--- src/rtl/core_ctrl_pkg.sv ---
// rtl/core_ctrl_pkg.sv - shared types and encodings for the multicycle core controller
// Purpose: FSM state type, opcode constants, ALU operation and aluop encodings.
// Ports: none (package).
package core_ctrl_pkg;

  typedef enum logic [3:0] {
    S_FETCH    = 4'd0,
    S_DECODE   = 4'd1,
    S_MEMADR   = 4'd2,
    S_MEMREAD  = 4'd3,
    S_MEMWB    = 4'd4,
    S_MEMWRITE = 4'd5,
    S_EXECUTER = 4'd6,
    S_EXECUTEI = 4'd7,
    S_ALUWB    = 4'd8,
    S_BEQ      = 4'd9,
    S_JAL      = 4'd10
  } state_t;

  localparam logic [6:0] OP_LW  = 7'b0000011;
  localparam logic [6:0] OP_SW  = 7'b0100011;
  localparam logic [6:0] OP_R   = 7'b0110011;
  localparam logic [6:0] OP_I   = 7'b0010011;
  localparam logic [6:0] OP_BEQ = 7'b1100011;
  localparam logic [6:0] OP_JAL = 7'b1101111;

  localparam logic [2:0] ALU_ADD = 3'b000;
  localparam logic [2:0] ALU_SUB = 3'b001;
  localparam logic [2:0] ALU_AND = 3'b010;
  localparam logic [2:0] ALU_OR  = 3'b011;
  localparam logic [2:0] ALU_SLT = 3'b101;

  typedef enum logic [1:0] {
    ALUOP_ADD   = 2'b00,
    ALUOP_SUB   = 2'b01,
    ALUOP_FUNCT = 2'b10
  } aluop_t;

endpackage

--- src/rtl/multicycle_controller_if.sv ---
// rtl/multicycle_controller_if.sv - controller <-> datapath signal bundle
// Purpose: groups instruction fields, status flags and control outputs.
// Ports: master = controller (reads op/funct3/f7b5/zero/mem_ready, drives controls);
//        slave  = datapath (the reverse direction).
interface multicycle_controller_if;
  logic [6:0] op;
  logic [2:0] funct3;
  logic       f7b5;
  logic       zero;
  logic       mem_ready;
  logic       pcwrite;
  logic       adrsrc;
  logic       memwrite;
  logic       irwrite;
  logic [1:0] resultsrc;
  logic [1:0] alusrca;
  logic [1:0] alusrcb;
  logic [1:0] immsrc;
  logic       regwrite;
  logic [2:0] alucontrol;
  logic       instr_done;
  logic       illegal_op;

  modport master (
    input  op, funct3, f7b5, zero, mem_ready,
    output pcwrite, adrsrc, memwrite, irwrite, resultsrc, alusrca, alusrcb,
           immsrc, regwrite, alucontrol, instr_done, illegal_op
  );

  modport slave (
    output op, funct3, f7b5, zero, mem_ready,
    input  pcwrite, adrsrc, memwrite, irwrite, resultsrc, alusrca, alusrcb,
           immsrc, regwrite, alucontrol, instr_done, illegal_op
  );
endinterface

--- src/rtl/multicycle_controller_aludec.sv ---
// rtl/multicycle_controller_aludec.sv - ALU operation decoder
// Purpose: maps aluop plus instruction fields to the ALU operation code.
// Ports: aluop, funct3, op5 (instr[5]), f7b5 (instr[30]) in; alucontrol out.
module aludec
  import core_ctrl_pkg::*;
(
  input  aluop_t     aluop,
  input  logic [2:0] funct3,
  input  logic       op5,
  input  logic       f7b5,
  output logic [2:0] alucontrol
);

  always_comb begin
    alucontrol = ALU_ADD;
    case (aluop)
      ALUOP_ADD: alucontrol = ALU_ADD;
      ALUOP_SUB: alucontrol = ALU_SUB;
      ALUOP_FUNCT: begin
        case (funct3)
          // Only R-type uses instr[30] as sub; for addi it is immediate data.
          3'b000:  alucontrol = (op5 & f7b5) ? ALU_SUB : ALU_ADD;
          3'b010:  alucontrol = ALU_SLT;
          3'b110:  alucontrol = ALU_OR;
          3'b111:  alucontrol = ALU_AND;
          default: alucontrol = ALU_ADD;
        endcase
      end
      default: alucontrol = ALU_ADD;
    endcase
  end

endmodule

--- src/rtl/multicycle_controller.sv ---
// rtl/multicycle_controller.sv - multicycle RISC-V main controller FSM
// Purpose: sequences fetch/decode/execute/memory/writeback for lw, sw, R, I-ALU, beq, jal.
// Ports: clk, reset_n (sync, active-low); bus (master modport) carries instruction
//        fields, zero, mem_ready and every datapath select/enable.
module multicycle_controller
  import core_ctrl_pkg::*;
#(
  parameter state_t RESET_STATE = S_FETCH
) (
  input  logic                      clk,
  input  logic                      reset_n,
  multicycle_controller_if.master   bus
);

  state_t state, state_next;

  logic   pcupdate, branch;
  logic   irwrite_raw, memwrite_raw, regwrite_raw, done_raw, illegal_raw;
  aluop_t aluop;

  always_ff @(posedge clk) begin
    if (!reset_n) state <= RESET_STATE;
    else          state <= state_next;
  end

  always_comb begin
    state_next    = S_FETCH;
    pcupdate      = 1'b0;
    branch        = 1'b0;
    irwrite_raw   = 1'b0;
    memwrite_raw  = 1'b0;
    regwrite_raw  = 1'b0;
    done_raw      = 1'b0;
    illegal_raw   = 1'b0;
    aluop         = ALUOP_ADD;
    bus.adrsrc    = 1'b0;
    bus.resultsrc = 2'b00;
    bus.alusrca   = 2'b00;
    bus.alusrcb   = 2'b00;
    case (state)
      S_FETCH: begin
        bus.alusrcb   = 2'b10;
        bus.resultsrc = 2'b10;
        irwrite_raw   = bus.mem_ready;
        pcupdate      = bus.mem_ready;
        state_next    = bus.mem_ready ? S_DECODE : S_FETCH;
      end
      S_DECODE: begin
        // ALU precomputes OldPC + ImmExt so BEQ can use it as the target.
        bus.alusrca = 2'b01;
        bus.alusrcb = 2'b01;
        case (bus.op)
          OP_LW, OP_SW: state_next = S_MEMADR;
          OP_R:         state_next = S_EXECUTER;
          OP_I:         state_next = S_EXECUTEI;
          OP_BEQ:       state_next = S_BEQ;
          OP_JAL:       state_next = S_JAL;
          default: begin
            state_next  = S_FETCH;
            illegal_raw = 1'b1;
            done_raw    = 1'b1;
          end
        endcase
      end
      S_MEMADR: begin
        bus.alusrca = 2'b10;
        bus.alusrcb = 2'b01;
        state_next  = bus.op[5] ? S_MEMWRITE : S_MEMREAD;
      end
      S_MEMREAD: begin
        bus.adrsrc = 1'b1;
        state_next = bus.mem_ready ? S_MEMWB : S_MEMREAD;
      end
      S_MEMWB: begin
        bus.resultsrc = 2'b01;
        regwrite_raw  = 1'b1;
        done_raw      = 1'b1;
        state_next    = S_FETCH;
      end
      S_MEMWRITE: begin
        bus.adrsrc   = 1'b1;
        memwrite_raw = 1'b1;
        done_raw     = bus.mem_ready;
        state_next   = bus.mem_ready ? S_FETCH : S_MEMWRITE;
      end
      S_EXECUTER: begin
        bus.alusrca = 2'b10;
        aluop       = ALUOP_FUNCT;
        state_next  = S_ALUWB;
      end
      S_EXECUTEI: begin
        bus.alusrca = 2'b10;
        bus.alusrcb = 2'b01;
        aluop       = ALUOP_FUNCT;
        state_next  = S_ALUWB;
      end
      S_ALUWB: begin
        regwrite_raw = 1'b1;
        done_raw     = 1'b1;
        state_next   = S_FETCH;
      end
      S_BEQ: begin
        bus.alusrca = 2'b10;
        aluop       = ALUOP_SUB;
        branch      = 1'b1;
        done_raw    = 1'b1;
        state_next  = S_FETCH;
      end
      S_JAL: begin
        // PC <= target held in ALUOut from DECODE; ALU forms OldPC + 4 for rd.
        bus.alusrca = 2'b01;
        bus.alusrcb = 2'b10;
        pcupdate    = 1'b1;
        state_next  = S_ALUWB;
      end
      default: state_next = S_FETCH;
    endcase
  end

  always_comb begin
    bus.immsrc = 2'b00;
    case (bus.op)
      OP_SW:   bus.immsrc = 2'b01;
      OP_BEQ:  bus.immsrc = 2'b10;
      OP_JAL:  bus.immsrc = 2'b11;
      default: bus.immsrc = 2'b00;
    endcase
  end

  // Enables are masked by reset in the same cycle so nothing commits mid-reset.
  assign bus.pcwrite    = reset_n & (pcupdate | (branch & bus.zero));
  assign bus.irwrite    = reset_n & irwrite_raw;
  assign bus.memwrite   = reset_n & memwrite_raw;
  assign bus.regwrite   = reset_n & regwrite_raw;
  assign bus.instr_done = reset_n & done_raw;
  assign bus.illegal_op = reset_n & illegal_raw;

  aludec u_aludec (
    .aluop      (aluop),
    .funct3     (bus.funct3),
    .op5        (bus.op[5]),
    .f7b5       (bus.f7b5),
    .alucontrol (bus.alucontrol)
  );

endmodule

--- src/flat_wrapper.sv ---
// flat-port wrapper written by rule: the top's interface ports become plain ports
module multicycle_controller_flat import core_ctrl_pkg::*;
#(
  parameter state_t RESET_STATE = S_FETCH
)
  (clk, reset_n, bus_op, bus_funct3, bus_f7b5, bus_zero, bus_mem_ready, bus_pcwrite, bus_adrsrc, bus_memwrite, bus_irwrite, bus_resultsrc, bus_alusrca, bus_alusrcb, bus_immsrc, bus_regwrite, bus_alucontrol, bus_instr_done, bus_illegal_op);
  multicycle_controller_if bus_i ();
  input  logic clk;
  input  logic reset_n;
  input wire logic [$bits(bus_i.op)-1:0] bus_op;
  input wire logic [$bits(bus_i.funct3)-1:0] bus_funct3;
  input wire logic [$bits(bus_i.f7b5)-1:0] bus_f7b5;
  input wire logic [$bits(bus_i.zero)-1:0] bus_zero;
  input wire logic [$bits(bus_i.mem_ready)-1:0] bus_mem_ready;
  output wire logic [$bits(bus_i.pcwrite)-1:0] bus_pcwrite;
  output wire logic [$bits(bus_i.adrsrc)-1:0] bus_adrsrc;
  output wire logic [$bits(bus_i.memwrite)-1:0] bus_memwrite;
  output wire logic [$bits(bus_i.irwrite)-1:0] bus_irwrite;
  output wire logic [$bits(bus_i.resultsrc)-1:0] bus_resultsrc;
  output wire logic [$bits(bus_i.alusrca)-1:0] bus_alusrca;
  output wire logic [$bits(bus_i.alusrcb)-1:0] bus_alusrcb;
  output wire logic [$bits(bus_i.immsrc)-1:0] bus_immsrc;
  output wire logic [$bits(bus_i.regwrite)-1:0] bus_regwrite;
  output wire logic [$bits(bus_i.alucontrol)-1:0] bus_alucontrol;
  output wire logic [$bits(bus_i.instr_done)-1:0] bus_instr_done;
  output wire logic [$bits(bus_i.illegal_op)-1:0] bus_illegal_op;
  assign bus_i.op = bus_op;
  assign bus_i.funct3 = bus_funct3;
  assign bus_i.f7b5 = bus_f7b5;
  assign bus_i.zero = bus_zero;
  assign bus_i.mem_ready = bus_mem_ready;
  assign bus_pcwrite = bus_i.pcwrite;
  assign bus_adrsrc = bus_i.adrsrc;
  assign bus_memwrite = bus_i.memwrite;
  assign bus_irwrite = bus_i.irwrite;
  assign bus_resultsrc = bus_i.resultsrc;
  assign bus_alusrca = bus_i.alusrca;
  assign bus_alusrcb = bus_i.alusrcb;
  assign bus_immsrc = bus_i.immsrc;
  assign bus_regwrite = bus_i.regwrite;
  assign bus_alucontrol = bus_i.alucontrol;
  assign bus_instr_done = bus_i.instr_done;
  assign bus_illegal_op = bus_i.illegal_op;
  multicycle_controller #(.RESET_STATE(RESET_STATE)) u_core (.clk(clk), .reset_n(reset_n), .bus(bus_i));
endmodule
--- config.mk ---
export PLATFORM = sky130hd
export DESIGN_NAME = multicycle_controller_flat
export DESIGN_NICKNAME = d
export VERILOG_FILES = /design/src/rtl/core_ctrl_pkg.sv /design/src/rtl/multicycle_controller_if.sv /design/src/rtl/multicycle_controller_aludec.sv /design/src/rtl/multicycle_controller.sv /design/src/flat_wrapper.sv
export SDC_FILE = /design/constraint.sdc
export NUM_CORES = 1
export LEC_CHECK = 0
export ABC_AREA = 1
export CAP_MARGIN = 30
export CORE_MARGIN = 2
export CORE_UTILIZATION = 37
export CTS_CLUSTER_SIZE = 20
export DETAILED_ROUTE_END_ITERATION = 6
export PLACE_DENSITY_LB_ADDON = 0.1
export SYNTH_ARGS = -nofsm -noshare
export SYNTH_HDL_FRONTEND = slang
export SYNTH_HIERARCHICAL = 1
export SYNTH_SLANG_ARGS = --single-unit
export TNS_END_PERCENT = 1
--- constraint.sdc ---
create_clock -name clk -period 1.8 [get_ports clk]
set_input_delay 0.27 -clock clk [delete_from_list [all_inputs] [get_ports clk]]
set_output_delay 0.27 -clock clk [all_outputs]
set_load 0.03 [all_outputs]
## Yosys cells after proc, flatten, opt, wreduce, memory -nomap -nowiden

Cells that the tools add are included.

| word-level totals | value |
|---|---|
| bits in registers | 4 |
| latch bits | 0 |
| bits in writable memories | 0 |
| memory bits (read-only) | 0 |
| output and inout port bits | 18 |
| word-level logic and storage cells | 67 |
| memories | 0 |

| cells by class | value |
|---|---|
| $add $sub $neg | 0 |
| multipliers | 0 |
| div/mod/pow operators | 0 |
| $lt $le $gt $ge | 0 |
| equality and inequality tests | 21 |
| shifts and indexed selects | 0 |
| multiplexer cells | 23 |
| bitwise gates (word level) | 9 |
| reductions and logical operators | 13 |

Operators with widths:

| kind | number |
|---|---|
| 4-bit case mux with 6 select lines | 1 |
| 4-bit case mux with 5 select lines | 1 |
| 4-bit by 3-bit equality test with 1-bit output (second input constant) | 4 |
| 2-bit case mux with 2 select lines | 4 |
| 7-bit by 6-bit equality test with 1-bit output (second input constant) | 2 |
| 7-bit equality test (second input constant) | 2 |
| 4-bit equality test (second input constant) | 3 |
| 3-bit case mux with 4 select lines | 1 |
| 2-bit OR reduction | 6 |
| 1-bit 2-to-1 mux | 9 |
| 3-bit 2-to-1 mux | 3 |
| 3-bit OR reduction | 3 |
| 1-bit AND | 8 |
| 4-bit by 2-bit equality test with 1-bit output (second input constant) | 2 |
| 7-bit by 2-bit equality test with 1-bit output (second input constant) | 1 |
| 7-bit by 5-bit equality test with 1-bit output (second input constant) | 1 |
| 3-bit equality test (second input constant) | 2 |
| 2-bit case mux with 3 select lines | 1 |
| 3-bit case mux with 2 select lines | 1 |
| 6-bit OR reduction | 1 |
| 4-bit by 1-bit equality test with 1-bit output (second input constant) | 1 |
| 4-bit logical NOT | 1 |
| 4-bit OR reduction | 1 |
| 3-bit by 2-bit equality test with 1-bit output (second input constant) | 1 |
| other kinds (6) | 6 |

## Longest topological paths before layout

Gate-level depths: netlist of the first run.

| depth | value |
|---|---|
| depth after elaboration | 5 |
| gate-level depth with buffers | 9 |
| depth with buffers taken out | 9 |

## By module

The synthesis of the first run kept the hierarchy.

By module, submodules not included:

| module | instances | cells each | area each (um^2) | seq. area each (um^2) |
|---|---|---|---|---|
| multicycle_controller | 1 | 90 | 473.0 | 80.1 |
| aludec | 1 | 17 | 91.3 | 0.0 |

## Least setup slack after synthesis of the first run

No wires, ideal clock.

| timing | value |
|---|---|
| kind | flip-flop to output port |
| from | register u_core.state[1] |
| to | output port bus_alusrcb[0] |
| data arrival time | 1.703 ns |
| required time | 1.530 ns |
| setup slack | -0.173 ns |
| cell stages (with the launch flop) | 3 |
| buffers on the path | 0 |
| cells stage by stage | dfxtp_1 -> inv_2 -> o311ai_0 |

| on the way | value |
|---|---|
| cells in the longest elaborated chain, start to end | 3 |

Ends and longest elaborated chain:

| item | line | source |
|---|---|---|
| start, declared | multicycle_controller.sv:15 | `state_t state, state_next;` |
| start signal, assigned | multicycle_controller.sv:23 | `else state <= state_next;` |
| 4-bit by 2-bit equality test with 1-bit output (tied with other cells) | multicycle_controller.sv:40 | `case (state)` |
| 3-bit OR reduction (no line) / 2-bit OR reduction (equally long branches) | n/a |  |
| 2-bit case mux with 2 select lines * | multicycle_controller.sv:40 |  |
| end, declared | flat_wrapper.sv:21 | `output wire logic [$bits(bus_i.alusrcb)-1:0] bus_alusrcb;` |

Mark *: on every way between the ends. The rest lies on a longest branch, timed or not.

## Final worst setup path of the first run

| timing | value |
|---|---|
| from | register u_core.state[3] |
| to | output port bus_alucontrol[0] |

| on the way | value |
|---|---|
| cells in the longest elaborated chain, start to end | 5 |

Ends and longest elaborated chain:

| item | line | source |
|---|---|---|
| 4-bit by 3-bit equality test with 1-bit output | multicycle_controller.sv:40 |  |
| 2-bit OR reduction (no line) | n/a |  |
| 2-bit case mux with 2 select lines * | multicycle_controller.sv:40 |  |
| via u_core.aluop[1] | multicycle_controller.sv:19 | `aluop_t aluop;` |
| 2-bit equality test / 2-bit by 1-bit equality test with 1-bit output (equally long branches) | multicycle_controller_aludec.sv:16 | `case (aluop)` |
| 3-bit case mux with 2 select lines * | multicycle_controller_aludec.sv:16 |  |
| end, declared | flat_wrapper.sv:24 | `output wire logic [$bits(bus_i.alucontrol)-1:0] bus_alucontrol;` |

The timed path passes the listed nets; every way through them passes the cells marked *.

==> impl_metrics.py, run 1 <==
metrics = {
    "synthesis": {
        "yosysTopAreaCellShare": 0.166,
        "async_flop_share": 0,
        "yosysUniqueCellTypes": 20,
        "syn_inst": 107,
        "seq_area_frac_synth": 0.142,
        "synth_top_area_cell": "nand2_1",
        "syn_nets": 124,
        "syn_area_per_cell_um2": 5.27,
        "synth_area_um2": 564,
        "yosysMostFrequentCell": "nand2_1",
        "synth_ff_type": "dfxtp_1",
        "synth_area_leaders": "nand2_1, dfxtp_1, nor2_1, inv_1, nand3_1",
        "synth_top_cells_by_count": "nand2_1, nor2_1, inv_1",
        "synth_edf_count": 0,
        "yosysWarnings": 6,
        "ys_ff_latch": 4,
    },
    "global_route": {
        "antenna_found_initial": 0,
        "grt_pass1_vias": 818,
        "grt_pass1_wl_um": 3130,
        "grt_usage": 0.215,
        "grt_max_degree": 8,
        "gr-total-overflow": 0,
    },
    "cts": {
        "cts_tree": "done",
        "htree_num_levels": 1,
        "clock_sinks": 4,
        "clock_path_buffers": 2,
        "root_buffer": "clkbuf_4",
        "worstSkewPairLatency_ns": 0.23,
        "ctsHoldBuffers": 0,
        "numCtsBuffers": 3,
        "cts.clk_slew.worst_paths_ns": 0.04,
    },
    "floorplan": {
        "core_um2": 1470,
        "die_area_um2": 1850,
        "num_io_pins": 33,
        "chipWidth_um": 43.1,
        "fp.dieH_um": 43.1,
        "start_util": 0.384,
        "std_cell_rows": 14,
    },
    "layout": {
        "fillers": 125,
        "reg_top3": "u_core/state (4)",
        "diodes": 0,
        "drive_gt1_frac": 0.418,
        "largest_reg_flops": 4,
        "fin_nets": 177,
        "largest-register": "u_core/state",
        "stdcell_count": 174,
        "synthToLayoutAreaGrowth_pct": 94.0,
    },
    "outcome": {
        "status": "finished clean",
    },
    "power_and_ir_drop": {
        "seq_power_share": 0.271,
        "leakagePower_nw": 0.589,
        "intPower_mw": 0.229,
        "power.share.clock": 0.317,
        "switching_share": 0.325,
        "p_switching_mw": 0.110,
        "worst_ir_drop_vdd_uv": 340,
        "power_density_nw_per_um2": 310,
        "combPwrFrac": 0.412,
    },
    "routing": {
        "route.detailed.drc": 0,
        "drtIter0Drc": 14,
        "vias": 861,
        "wire_per_inst_um": 11.3,
        "drt.antenna.violating_nets": 0,
        "drt_wl_total_um": 1970,
        "dr.pass1.iters": 4,
        "avgViaCountPerCell": 4.95,
    },
    "critical_path": {
        "critical_path.slowest_cell": "dfxtp_2",
        "cp_cell_sequence": "inv_2, nand2_4, nor2_4, ha_4, nor2_2, nand3_1, nand3_1, buf_6",
        "r2r_slack_ns": 0.43,
        "crit_path_end_kind": "output port",
        "worst_path_largest_cell_delay_ns": 0.34,
        "cp_max_fo": 4,
        "path_class": "reg -> out",
        "path_buf_inv": 2,
        "crit_arrival_ns": 1.51,
        "critPathTopFamily": "simple AND/OR/NAND/NOR gates",
        "worstSetupStartpointType": "register",
        "required_ns": 1.53,
        "crit_top_cell": "nand3_1",
    },
    "timing": {
        "hold_viol_final": 0,
        "slew_headroom": 0.809,
        "tightest_slew_ns": 0.282,
        "post-route-period-util": 0.990,
        "finalSetupViolations": 0,
        "skew_ns": 0.00332,
        "tns_ns": 0,
        "period_minus_slack_ns": 1.78,
        "rsz0062_at_grt": "yes",
        "drv_slew": 0,
        "clock.fmax_mhz": 561,
    },
    "placement": {
        "dp_cells": 162,
        "io_buffers": 32,
        "place_congestion": 0.867,
        "hpwl_um": 1450,
    },
    "worst_hold_path": {
        "hold_path.class": "in -> reg",
    },
    "job": {
        "drv_cap": 0,
    },
}
## logic make-up after synthesis
logic type / synth area share
simple gates: 0.548
flops: 0.142
compound gates: 0.126
buf+inv: 0.140
fa+ha+maj: 0.0443
## cell usage in the layout, fill, tap and decap left out, types with 2 or more instances in the layout
| master | synthesis | layout |
|---|---|---|
| a21oi_1 | 7 | 6 |
| buf_4 | 0 | 26 |
| buf_6 | 0 | 5 |
| clkbuf_2 | 0 | 3 |
| clkbuf_4 | 0 | 3 |
| clkdlybuf4s50_1 | 0 | 11 |
| dfxtp_4 | 0 | 3 |
| dlymetal6s2s_1 | 0 | 3 |
| inv_1 | 16 | 11 |
| inv_2 | 4 | 6 |
| inv_4 | 0 | 2 |
| nand2_1 | 25 | 20 |
| nand2_2 | 2 | 5 |
| nand2_4 | 0 | 2 |
| nand3_1 | 8 | 8 |
| nand4_1 | 5 | 5 |
| nor2_1 | 21 | 20 |
| nor2_2 | 3 | 2 |
| nor2_4 | 2 | 4 |
## repair_timing
action,4_1_cts,5_1_grt
pin swaps,5,8
setup buffers,2,7
setup endpoints to repair,8,6
gates resized for setup,11,34
## through the flow
| stage | total power [mW] | hold slack, ns | setup slack [ns] | util | area (um^2) |
|---|---|---|---|---|---|
| floorplan | 0.154 | 0.483 | -0.125 | - | 564 |
| global placement | 0.218 | 0.728 | 0.0564 | 0.625 | 920 |
| detailed placement | 0.221 | 0.731 | 0.00127 | 0.625 | 920 |
| CTS | 0.333 | 0.699 | -0.130 | 0.661 | 972 |
| global route | 0.364 | 0.531 | -0.0947 | 0.744 | 1090 |
| finish | 0.339 | 0.489 | 0.0189 | 0.744 | 1090 |
## layout make-up
cell class / instances / area (um^2) / area share
tap: 16 / 20.0 / 0.0183
timing repair buffer: 48 / 414 / 0.378
multi-input combinational: 82 / 457 / 0.417
sequential: 4 / 92.6 / 0.0846
clock buffer: 3 / 22.5 / 0.0206
inverter: 21 / 88.8 / 0.0811
## final timing paths
kind / start / to / cells after the start
worst min-delay path: bus_op[4] / u_core/state[0]$_SDFF_PN0_ / 5
worst max register to register: u_core/state[1]$_SDFF_PN0_ / u_core/state[2]$_SDFF_PN0_ / 8
worst min register to register: u_core/state[0]$_SDFF_PN0_ / u_core/state[2]$_SDFF_PN0_ / 4
worst max-delay path: u_core/state[3]$_SDFF_PN0_ / bus_alucontrol[0] / 8
## per-layer routing
metal / share of wire / track usage / vias up
met3: 0.041 / 0.0298 / 0
met4: 0 / 0.0606 / 0
met5: 0 / 0 / -
met2: 0.54 / 0.400 / 21
li1: - / - / 442
met1: 0.42 / 0.252 / 398
## power groups by stage
| stage | clock (mW) | combinational, mW | sequential [mW] |
|---|---|---|---|
| global route | 0.120 | 0.152 | 0.0916 |
| finish | 0.108 | 0.140 | 0.0917 |
| CTS | 0.115 | 0.124 | 0.0941 |
| detailed placement | 0 | 0.126 | 0.0951 |
| floorplan | 0 | 0.0589 | 0.0946 |
| global placement | 0 | 0.123 | 0.0949 |
## worst register-to-register path: cells and delay by family (launching register included)
family	cells	cell delay [ns]
simple gates	5	0.55
buf+inv	3	0.38
flops	1	0.36
Power figures use the tool's default switching activity.
==> run 2, diff against run 1 <==
- ABC_AREA: 1 -> unset
- CORE_UTILIZATION: 37 -> 40
==> impl_metrics.py, run 2 <==
metrics = {
    "worst_hold_path": {
        "hold_path.class": "in -> reg",
    },
    "placement": {
        "hpwl_um": 1790,
        "dp_cells": 164,
        "place_congestion": 0.867,
        "io_buffers": 32,
    },
    "job": {
        "drv_cap": 0,
    },
    "outcome": {
        "status": "finished, violations left",
        "failed_checks": "setup timing",
    },
    "cts": {
        "root_buffer": "clkbuf_4",
        "clock_sinks": 4,
        "clock_path_buffers": 2,
        "cts_tree": "done",
        "htree_num_levels": 1,
        "numCtsBuffers": 3,
        "cts.clk_slew.worst_paths_ns": 0.03,
        "worstSkewPairLatency_ns": 0.23,
    },
    "layout": {
        "multi_input_area_um2": 641,
        "largest_reg_flops": 4,
        "fillers": 94,
        "synthToLayoutAreaGrowth_pct": 101,
        "diodes": 0,
        "drive_gt1_frac": 0.491,
        "stdcell_count": 175,
        "most-common-layout-cells": "buf_4, clkdlybuf4s50_1, nor2_1, buf_6, a21oi_1",
        "fin_nets": 178,
        "seq_area_um2": 82.6,
        "largest-register": "u_core/state",
        "layout_commonest_cell": "buf_4",
        "reg_top3": "u_core/state (4)",
    },
    "critical_path": {
        "crit_top_cell": "buf_6",
        "path_class": "reg -> out",
        "path_buf_inv": 3,
        "crit_path_end_kind": "output port",
        "cp_max_fo": 5,
        "required_ns": 1.53,
        "critical_path.slowest_cell": "dfxtp_2",
        "crit_arrival_ns": 1.72,
        "worstSetupStartpointType": "register",
        "critPathTopFamily": "simple AND/OR/NAND/NOR gates",
        "cp_cell_sequence": "buf_6, nand2b_4, nor2_4, inv_2, ha_4, nor4b_4, buf_6",
        "worst_path_largest_cell_delay_ns": 0.31,
    },
    "synthesis": {
        "yosysMostFrequentCell": "nor2_1",
        "syn_area_per_cell_um2": 6.99,
        "async_flop_share": 0,
        "synth_ff_type": "dfxtp_1",
        "synth_top_area_cell": "dfxtp_1",
        "synth_top_cells_by_count": "nor2_1, a21oi_1, inv_1",
        "syn_nets": 113,
        "yosysTopAreaCellShare": 0.119,
        "ys_ff_latch": 4,
        "seq_area_frac_synth": 0.119,
        "synth_edf_count": 0,
        "synth_area_um2": 671,
        "synth_area_leaders": "dfxtp_1, nor2_1, a21oi_1, ha_1, inv_1",
        "syn_inst": 96,
        "yosysUniqueCellTypes": 45,
        "yosysWarnings": 6,
    },
    "floorplan": {
        "fp.dieH_um": 44.9,
        "core_um2": 1540,
        "chipWidth_um": 44.9,
        "num_io_pins": 33,
        "start_util": 0.435,
        "die_area_um2": 2020,
        "std_cell_rows": 14,
    },
    "routing": {
        "route.detailed.drc": 0,
        "drt.antenna.violating_nets": 0,
        "vias": 1021,
        "wire_per_inst_um": 16.9,
        "met3_length_um": 165,
        "drtIter0Drc": 18,
        "met1_length_um": 1110,
        "avgViaCountPerCell": 5.83,
        "dr.pass1.iters": 4,
        "top_layer_used": "met4",
        "met2_length_um": 1570,
        "drt_wl_total_um": 2950,
    },
    "timing": {
        "hold_viol_final": 0,
        "period_minus_slack_ns": 1.99,
        "skew_ns": 0.00315,
        "finalSetupViolations": 5,
        "clock.fmax_mhz": 502,
        "tightest_slew_ns": 0.378,
        "worst_slack_ns": -0.194,
        "drv_slew": 0,
        "post-route-period-util": 1.11,
        "slew_headroom": 0.741,
        "rsz0062_at_grt": "yes",
    },
    "global_route": {
        "antenna_found_initial": 0,
        "grt_max_degree": 17,
        "grt_pass1_wl_um": 4040,
        "gr-total-overflow": 0,
        "grt_pass1_vias": 910,
        "grt_usage": 0.268,
    },
    "power_and_ir_drop": {
        "leakagePower_nw": 0.616,
        "total_power_mw": 0.383,
        "power_density_nw_per_um2": 285,
        "worst_ir_drop_vdd_uv": 471,
    },
}
## run 2: changes by cell type after synthesis, sizes merged, moves of 3 or more
cell    change
nand3       -6
nand2b      +4
or3         +3
nand4       -5
inv        -13
nor2       -13
nand2      -22
o21ai       +4
## run 2: where the power goes
group          internal (mW)  leakage [nW]  switching [mW]  total [mW]
registers             0.0909        0.0335        0.000963      0.0918
clock network         0.0744        0.0138          0.0346       0.109
logic                 0.0903         0.569          0.0916       0.182
total                  0.256         0.616           0.127       0.383
## run 2: worst paths after layout
kind                                                 start                    endpoint  slack, ns  cells after the start
worst max-delay path            u_core/state[2]$_SDFF_PN0_           bus_alucontrol[2]      -0.19                      7
worst min-delay path                             bus_op[6]  u_core/state[2]$_SDFF_PN0_       0.55                      4
worst max register to register  u_core/state[2]$_SDFF_PN0_  u_core/state[2]$_SDFF_PN0_       0.24                      6
worst min register to register  u_core/state[1]$_SDFF_PN0_  u_core/state[3]$_SDFF_PN0_       0.77                      4
## run 2: worst min-delay path: stages
cell and delay [ns]:
dlymetal6s2s_1 0.12, buf_4 0.14, nand3b_1 0.10, a31oi_1 0.08
## run 2: layer usage
layer / global-route usage / up-vias
met4: 0.0765 / 0
met1: 0.338 / 485
met5: 0 / -
li1: - / 480
met3: 0.0280 / 11
met2: 0.477 / 45
## run 2: cells by family (layout without fill, tap and decap cells)
logic type / after synthesis / after routing / synth area share
XOR/XNOR: 2 / 2 / 0.0261
multiplexers: 1 / 1 / 0.0149
adder cells (fa/ha/maj): 2 / 2 / 0.0373
AND/OR/NAND/NOR: 49 / 49 / 0.457
buffers and inverters: 11 / 74 / 0.0653
flip-flops: 4 / 4 / 0.119
AO/OA/AOI/OAI: 27 / 27 / 0.280
## run 2: what timing repair did
| action | 4_1_cts | 5_1_grt |
|---|---|---|
| gates resized for setup | 22 | 21 |
| buffers inserted | 0 | 8 |
| endpoints found under the setup margin | 8 | 8 |
| pin swaps | 3 | 5 |
| hold buffers | 0 | 0 |
## run 2: area by class of cell
cell class / count / share of cell area
clock buffer: 3 / 0.0167
inverter: 7 / 0.0195
multi-input combinational: 81 / 0.476
sequential: 4 / 0.0614
tap: 16 / 0.0149
timing repair buffer: 64 / 0.411
## run 2: per-stage QoR
stage	area [um^2]	util	setup WS, ns	hold WS, ns	setup TNS, ns
after floorplan	728	-	0.00590	0.446	0
after global placement	1180	0.766	-0.533	0.699	-1.17
after detailed placement	1180	0.766	-0.556	0.717	-1.31
after CTS	1230	0.795	-0.200	0.689	-0.751
after global routing	1350	0.873	-0.242	0.595	-0.972
final	1350	0.873	-0.194	0.546	-0.691
